===== src/rtl/systolic_drain_if.sv =====
// Handshake bundle between a systolic array's bottom row and the drain block:
// skewed partial sums in, de-skewed result rows out with valid/ready flow control.
interface systolic_drain_if #(
  parameter int N     = 4,
  parameter int ACC_W = 8
);
  logic               clear;
  logic               in_start;
  logic [N*ACC_W-1:0] psum_in;
  logic [N*ACC_W-1:0] out_data;
  logic               out_valid;
  logic               out_ready;
  logic               busy;
  logic               done;
  logic               overflow;

  modport master (
    output clear, in_start, psum_in, out_ready,
    input  out_data, out_valid, busy, done, overflow
  );

  modport slave (
    input  clear, in_start, psum_in, out_ready,
    output out_data, out_valid, busy, done, overflow
  );
endinterface


===== src/rtl/systolic_drain.sv =====
// Drains a systolic array: de-skews the bottom-row partial sums so each result row
// is column-aligned, then buffers the rows in a small FIFO for a valid/ready consumer.
module systolic_drain #(
  parameter int N     = 4,
  parameter int ACC_W = 8,
  parameter int ROWS  = 4,
  parameter int DEPTH = 4
) (
  input logic              clk,
  input logic              rst_n,
  systolic_drain_if.slave  bus
);
  localparam int W         = N * ACC_W;
  localparam int PTR_W     = $clog2(DEPTH);
  localparam int CNT_W     = $clog2(ROWS + 1);
  localparam int WAIT_W    = $clog2(N + 1);
  localparam int WAIT_INIT = (N > 1) ? (N - 2) : 0;
  localparam bit ZERO_SKEW = (N == 1);

  typedef enum logic [1:0] {
    IDLE    = 2'd0,
    CAPTURE = 2'd1,
    DRAIN   = 2'd2
  } state_t;

  state_t            r_state;
  logic [CNT_W-1:0]  r_row;
  logic [WAIT_W-1:0] r_wait;
  logic              r_busy;
  logic              r_done;

  logic [W-1:0]      w_aligned;
  logic [W-1:0]      r_mem [DEPTH];
  logic [PTR_W-1:0]  r_wptr;
  logic [PTR_W-1:0]  r_rptr;
  logic [PTR_W-1:0]  w_rptr_next;
  logic [PTR_W:0]    r_count;
  logic [PTR_W:0]    w_count_next;
  logic              r_valid;
  logic              r_overflow;
  logic [W-1:0]      r_out_data;
  logic [W-1:0]      w_head_next;
  logic              w_push_req;
  logic              w_push_eff;
  logic              w_pop;
  logic              w_full;
  logic              w_last_row;

  // Column j sees row r j cycles late; delaying it N-1-j stages lines every column up.
  for (genvar j = 0; j < N; j++) begin : g_col
    if (j == N - 1) begin : g_direct
      assign w_aligned[j*ACC_W +: ACC_W] = bus.psum_in[j*ACC_W +: ACC_W];
    end else begin : g_delay
      localparam int STG = N - 1 - j;
      logic [ACC_W-1:0] r_sr [STG];

      // Per-column deskew shift register.
      always_ff @(posedge clk or negedge rst_n) begin
        if (!rst_n) begin
          for (int k = 0; k < STG; k++) r_sr[k] <= '0;
        end else if (bus.clear) begin
          for (int k = 0; k < STG; k++) r_sr[k] <= '0;
        end else begin
          r_sr[0] <= bus.psum_in[j*ACC_W +: ACC_W];
          for (int k = 1; k < STG; k++) r_sr[k] <= r_sr[k-1];
        end
      end

      assign w_aligned[j*ACC_W +: ACC_W] = r_sr[STG-1];
    end
  end

  // Push/pop decisions and the next FIFO head, computed ahead so out_data is a register.
  always_comb begin
    w_pop      = r_valid & bus.out_ready & ~bus.clear;
    w_full     = (r_count == (PTR_W+1)'(DEPTH));
    w_last_row = (r_row == CNT_W'(ROWS - 1));
    if (bus.clear) begin
      w_push_req = 1'b0;
    end else if ((r_state == CAPTURE) && (r_wait == '0)) begin
      w_push_req = 1'b1;
    end else if (ZERO_SKEW && (r_state == IDLE) && bus.in_start) begin
      w_push_req = 1'b1;
    end else begin
      w_push_req = 1'b0;
    end
    w_push_eff   = w_push_req & (~w_full | w_pop);
    w_rptr_next  = w_pop ? (r_rptr + PTR_W'(1)) : r_rptr;
    w_count_next = r_count + (PTR_W+1)'(w_push_eff) - (PTR_W+1)'(w_pop);
    // The incoming row becomes the head only when it lands where the read pointer will be.
    if (w_push_eff && (r_wptr == w_rptr_next)) begin
      w_head_next = w_aligned;
    end else begin
      w_head_next = r_mem[w_rptr_next];
    end
  end

  // Job sequencing: wait for row 0 to align, push ROWS rows, then wait for the FIFO to empty.
  always_ff @(posedge clk or negedge rst_n) begin
    if (!rst_n) begin
      r_state <= IDLE;
      r_row   <= '0;
      r_wait  <= '0;
      r_busy  <= 1'b0;
      r_done  <= 1'b0;
    end else if (bus.clear) begin
      r_state <= IDLE;
      r_row   <= '0;
      r_wait  <= '0;
      r_busy  <= 1'b0;
      r_done  <= 1'b0;
    end else begin
      r_done <= 1'b0;
      case (r_state)
        IDLE: begin
          if (bus.in_start) begin
            r_wait <= WAIT_W'(WAIT_INIT);
            r_busy <= 1'b1;
            // With no skew, row 0 is already aligned and pushed in the start cycle.
            r_row  <= ZERO_SKEW ? CNT_W'(1) : CNT_W'(0);
            if (ZERO_SKEW && (ROWS == 1)) begin
              r_state <= DRAIN;
            end else begin
              r_state <= CAPTURE;
            end
          end else begin
            r_busy <= 1'b0;
          end
        end
        CAPTURE: begin
          if (r_wait != '0) begin
            r_wait <= r_wait - WAIT_W'(1);
          end else begin
            r_row <= r_row + CNT_W'(1);
            if (w_last_row) begin
              r_state <= DRAIN;
            end else begin
              r_state <= CAPTURE;
            end
          end
        end
        DRAIN: begin
          if (w_count_next == '0) begin
            r_state <= IDLE;
            r_busy  <= 1'b0;
            r_done  <= 1'b1;
            r_row   <= '0;
          end else begin
            r_state <= DRAIN;
          end
        end
        default: begin
          r_state <= IDLE;
          r_busy  <= 1'b0;
          r_row   <= '0;
        end
      endcase
    end
  end

  // FIFO pointers, occupancy, registered head and sticky overflow.
  always_ff @(posedge clk or negedge rst_n) begin
    if (!rst_n) begin
      r_wptr     <= '0;
      r_rptr     <= '0;
      r_count    <= '0;
      r_valid    <= 1'b0;
      r_out_data <= '0;
      r_overflow <= 1'b0;
    end else if (bus.clear) begin
      r_wptr     <= '0;
      r_rptr     <= '0;
      r_count    <= '0;
      r_valid    <= 1'b0;
      r_out_data <= '0;
      r_overflow <= 1'b0;
    end else begin
      if (w_push_eff) begin
        r_wptr <= r_wptr + PTR_W'(1);
      end else begin
        r_wptr <= r_wptr;
      end
      r_rptr     <= w_rptr_next;
      r_count    <= w_count_next;
      r_valid    <= (w_count_next != '0);
      r_out_data <= w_head_next;
      if (w_push_req && w_full && !w_pop) begin
        r_overflow <= 1'b1;
      end else begin
        r_overflow <= r_overflow;
      end
    end
  end

  // Row storage; occupancy and pointers alone define which entries are live.
  always_ff @(posedge clk) begin
    if (w_push_eff) begin
      r_mem[r_wptr] <= w_aligned;
    end
  end

  assign bus.out_data  = r_out_data;
  assign bus.out_valid = r_valid;
  assign bus.busy      = r_busy;
  assign bus.done      = r_done;
  assign bus.overflow  = r_overflow;
endmodule


===== src/flat_wrapper.sv =====
// flat-port wrapper written by rule: the top's interface ports become plain ports
module systolic_drain_flat 
#(
  parameter int N     = 4,
  parameter int ACC_W = 8,
  parameter int ROWS  = 4,
  parameter int DEPTH = 4
)
  (clk, rst_n, bus_clear, bus_in_start, bus_psum_in, bus_out_ready, bus_out_data, bus_out_valid, bus_busy, bus_done, bus_overflow);
  systolic_drain_if #(.N(N), .ACC_W(ACC_W)) bus_i ();
  input logic clk;
  input logic rst_n;
  input wire logic [$bits(bus_i.clear)-1:0] bus_clear;
  input wire logic [$bits(bus_i.in_start)-1:0] bus_in_start;
  input wire logic [$bits(bus_i.psum_in)-1:0] bus_psum_in;
  input wire logic [$bits(bus_i.out_ready)-1:0] bus_out_ready;
  output wire logic [$bits(bus_i.out_data)-1:0] bus_out_data;
  output wire logic [$bits(bus_i.out_valid)-1:0] bus_out_valid;
  output wire logic [$bits(bus_i.busy)-1:0] bus_busy;
  output wire logic [$bits(bus_i.done)-1:0] bus_done;
  output wire logic [$bits(bus_i.overflow)-1:0] bus_overflow;
  assign bus_i.clear = bus_clear;
  assign bus_i.in_start = bus_in_start;
  assign bus_i.psum_in = bus_psum_in;
  assign bus_i.out_ready = bus_out_ready;
  assign bus_out_data = bus_i.out_data;
  assign bus_out_valid = bus_i.out_valid;
  assign bus_busy = bus_i.busy;
  assign bus_done = bus_i.done;
  assign bus_overflow = bus_i.overflow;
  systolic_drain #(.N(N), .ACC_W(ACC_W), .ROWS(ROWS), .DEPTH(DEPTH)) u_core (.clk(clk), .rst_n(rst_n), .bus(bus_i));
endmodule

===== config.mk =====
export PLATFORM = sky130hd
export DESIGN_NAME = systolic_drain_flat
export DESIGN_NICKNAME = d
export VERILOG_FILES = /design/src/rtl/systolic_drain_if.sv /design/src/rtl/systolic_drain.sv /design/src/flat_wrapper.sv
export SDC_FILE = /design/constraint.sdc
export NUM_CORES = 1
export LEC_CHECK = 0
export BUFFER_PORTS_ARGS = -buffer_cell sky130_fd_sc_hd__buf_2
export CAP_MARGIN = 0
export CORE_MARGIN = 2
export CORE_UTILIZATION = 45
export CTS_BUF_LIST = sky130_fd_sc_hd__clkbuf_4 sky130_fd_sc_hd__clkbuf_8
export DETAILED_ROUTE_END_ITERATION = 8
export PLACE_DENSITY = 0.64
export RECOVER_POWER = 25
export SETUP_SLACK_MARGIN = 0.4
export SYNTH_ARGS = -nofsm -noshare
export SYNTH_HDL_FRONTEND = slang
export SYNTH_SLANG_ARGS = --single-unit

===== constraint.sdc =====
create_clock -name clk -period 3.1 [get_ports clk]
set_input_delay 0.31 -clock clk [delete_from_list [all_inputs] [get_ports clk]]
set_output_delay 0.31 -clock clk [all_outputs]
set_load 0.05 [all_outputs]

==> impl_metrics.json <==
{
  "synth_warnings": 0,
  "vdd_drop_max_mv": 0.3308,
  "cp_slowest_cell": "dfrtp_1",
  "synth_ff_type": "edfxtp_1",
  "placementRows": 55,
  "area_growth_pct": 16.29,
  "clk_latency_ps": 520,
  "yosysTopAreaCellShare_pct": 37.43,
  "grt_setup_unrepaired": "true",
  "ys_ff_latch": 227,
  "antenna_cells": 0,
  "setup-tns-final_ps": 0,
  "worstSetupPathType": "reg -> reg",
  "crit_path_start_kind": "flop",
  "cts_root_buf": "clkbuf_8",
  "grt_busiest_layer": "met2",
  "grt_pass1_vias": 6612,
  "io_buffers": 72,
  "cpPeakStageDelay_ps": 410,
  "startpoint": "u_core.r_wait[0]",
  "avgSynthCellArea_um2": 12.17,
  "die_area_um2": 24050,
  "routedWlPerCell_um": 16.90,
  "crit_arrival_ps": 3150,
  "outcome": "finished clean",
  "synth.largest_area_cell": "edfxtp_1",
  "grt_pass1_wl_um": 33700,
  "hold_class": "in -> reg",
  "drt_first_pass_iters": 4,
  "reg2reg_depth": 13,
  "syn_nets": 892,
  "worst-path-stages": 13,
  "use_met3_pct": 3.760,
  "synth_edf_count": 128,
  "min_path_cells": 2,
  "track_usage_pct": 17.67,
  "die_h_um": 155.1,
  "synthTopCellsByArea": "edfxtp_1 (37%), dfrtp_1 (24%), mux2_4 (4.2%), nand2b_1 (3.7%), nand2_1 (3.5%)",
  "hpwl_um": 11780,
  "clockBufferDepth": 3,
  "layout.nets": 981,
  "routed_via_density": 5.284,
  "ios": 73,
  "crit_family": "adder cells",
  "met1_usage_pct": 23.58,
  "grt_overflow_total": 0,
  "grt_max_degree": 124,
  "fmax_mhz": 368.5,
  "drc": 0,
  "antenna_found_initial": 0,
  "cts.clk_slew.worst_paths_ps": 60,
  "drtAntennaViolNets": 0,
  "first_iter_violations": 482,
  "maxCapViolCount": 0,
  "coreArea_um2": 22500,
  "use_met2_pct": 29.10,
  "synth_cells": 844,
  "min_period_ps": 2713,
  "hold_start": "bus_psum_in[16]",
  "p_leak_uw": 0.004697,
  "required_ps": 3540,
  "drt_wl_total_um": 21080,
  "worst-path-buf-inv": 2,
  "cp_max_fo": 3,
  "yosysSeqAreaShare_pct": 61.55,
  "cts_tree": "done",
  "cts_buffers": 38,
  "timing.hold.ws_ps": 21.39,
  "drive_gt1_share_pct": 21.00,
  "r2r-start": "u_core.r_wait[0]",
  "setup_viol": 0,
  "fin_crit_sh_pct": 87.53,
  "die_w_um": 155.1,
  "synth_area_um2": 10270,
  "end_kind": "flop",
  "path_cells": "inv_2 > ha_4 > ha_4 > nand2_4 > a2111oi_4 > ha_2 > inv_2 > fa_2 > xnor3_1 > and3b_2 > o22ai_4 > nand2_2 > a21oi_2",
  "start_util_pct": 45.64,
  "gp_congestion": 0.7360,
  "htree_levels": 2,
  "clock_sinks": 227,
  "hold_viol": 0,
  "worst_pin_slew_ps": 853.1,
  "fin_skew_ps": 20.89,
  "slew_violations": 0,
  "p_per_area_nw_per_um2": 655.8,
  "slew_headroom_pct": 43.12,
  "synth.distinct_cells": 42,
  "dr_total_vias": 6589,
  "async_flop_share_pct": 43.61
}
[flip-flops by register name (all words and copies together), names as in the netlist]
signal / flops
u_core.r_wait: 3
u_core.r_wptr: 2
u_core.r_rptr: 2
u_core.r_state: 2
u_core.bus.overflow: 1
u_core.r_count: 3
u_core.r_row: 3
u_core.bus.done: 1
u_core.r_mem: 128
u_core.g_col.g_delay.r_sr: 48
u_core.bus.out_valid: 1
u_core.bus.busy: 1
u_core.bus.out_data: 32
[synthesized netlist by cell type (3+ instances only)]
cell type / number
nor2b_1: 50
a2111oi_0: 31
xnor2_1: 3
xor2_1: 3
o31ai_1: 32
ha_1: 10
and2_1: 5
edfxtp_1: 128
nor4b_1: 4
a21oi_1: 69
mux2i_1: 35
nand2_1: 95
buf_2: 15
nand4_1: 3
mux2_4: 29
clkbuf_1: 44
nor3_1: 63
inv_1: 12
nor2_1: 20
nand3b_1: 3
buf_6: 4
nand2b_1: 61
dfrtp_1: 99
[final cells by class]
| type | instances | area (um2) |
|---|---|---|
| fillers | 1908 | 10560 |
| flip-flops and latches | 227 | 6327 |
| multi-input cells | 538 | 3667 |
| repair buffers | 114 | 794.5 |
| clock buffers | 51 | 639.4 |
| well taps | 285 | 356.6 |
| clock inverters | 18 | 105.1 |
| inverters | 14 | 52.55 |
[metrics by stage]
stage                     util (%)  area (um2)  power [uW]  worst slack [ps]  instances
after floorplan                  -       10300        4871             329.1        844
after global placement       48.70       10960        5222             466.4       1158
after detailed placement     48.70       10960        5248             401.1       1158
after CTS                    52.73       11870        7860             420.3       1243
after global routing         53.07       11940        8239             264.9       1247
final                        53.07       11940        7832             386.6       1247
[cell usage in the layout, fill, tap and decap left out, types with 29 or more instances in the layout]
| cell | n |
|---|---|
| mux2i_1 | 35 |
| a2111oi_0 | 31 |
| nor3_1 | 63 |
| clkbuf_8 | 41 |
| a21oi_1 | 67 |
| buf_2 | 62 |
| nor2b_1 | 50 |
| mux2_4 | 29 |
| dfrtp_1 | 96 |
| o31ai_1 | 32 |
| nand2b_1 | 61 |
| nand2_1 | 93 |
| edfxtp_1 | 128 |
[cell families (layout without fill, tap and decap cells)]
kind of cell | count (synthesis) | after routing | synth area share, %
DFF | 227 | 227 | 61.55
adders and majority gates | 11 | 11 | 1.413
buffers and inverters | 79 | 197 | 3.399
AOI/OAI and AO/OA | 142 | 142 | 9.272
xor gates and xnor gates | 7 | 7 | 0.7311
muxes | 67 | 67 | 8.090
and+or+nand+nor | 311 | 311 | 15.55
[repair_timing]
item / CTS / global route
hold buffers: 16 / 0
setup endpoints to repair: 1 / 6
endpoints found under the hold margin: 77 / 0
gates resized for setup: 1 / 11
buffers inserted: 0 / 4
pin swaps: 0 / 10
gates cloned: 0 / 0
[power breakdown]
| group | leakage [uW] | internal [uW] | switching, uW |
|---|---|---|---|
| registers | 0.00246 | 3380 | 140 |
| clock network | 0.000394 | 1430 | 1140 |
| logic | 0.00184 | 693 | 1050 |
[path summary, 6_finish.rpt]
| check | end | slack [ps] |
|---|---|---|
| min reg2reg | u_core.g_col[0].g_delay.r_sr[0] | 460 |
| max reg2reg | u_core.r_row[1] | 390 |
| max in group asynchronous | u_core.bus.out_data[5] | 1840 |
| max | u_core.r_row[1] | 390 |
| min | u_core.g_col[2].g_delay.r_sr[0] | 20 |
| min in group asynchronous | u_core.r_wait[2] | 450 |
[routing by layer]
layer	share of wire, %	up-vias
li1	-	3217
met1	46	3217
met2	48	129
met3	4.2	26
met4	1.5	0
met5	0	-
No activity file was read; power rests on OpenSTA's default activity.
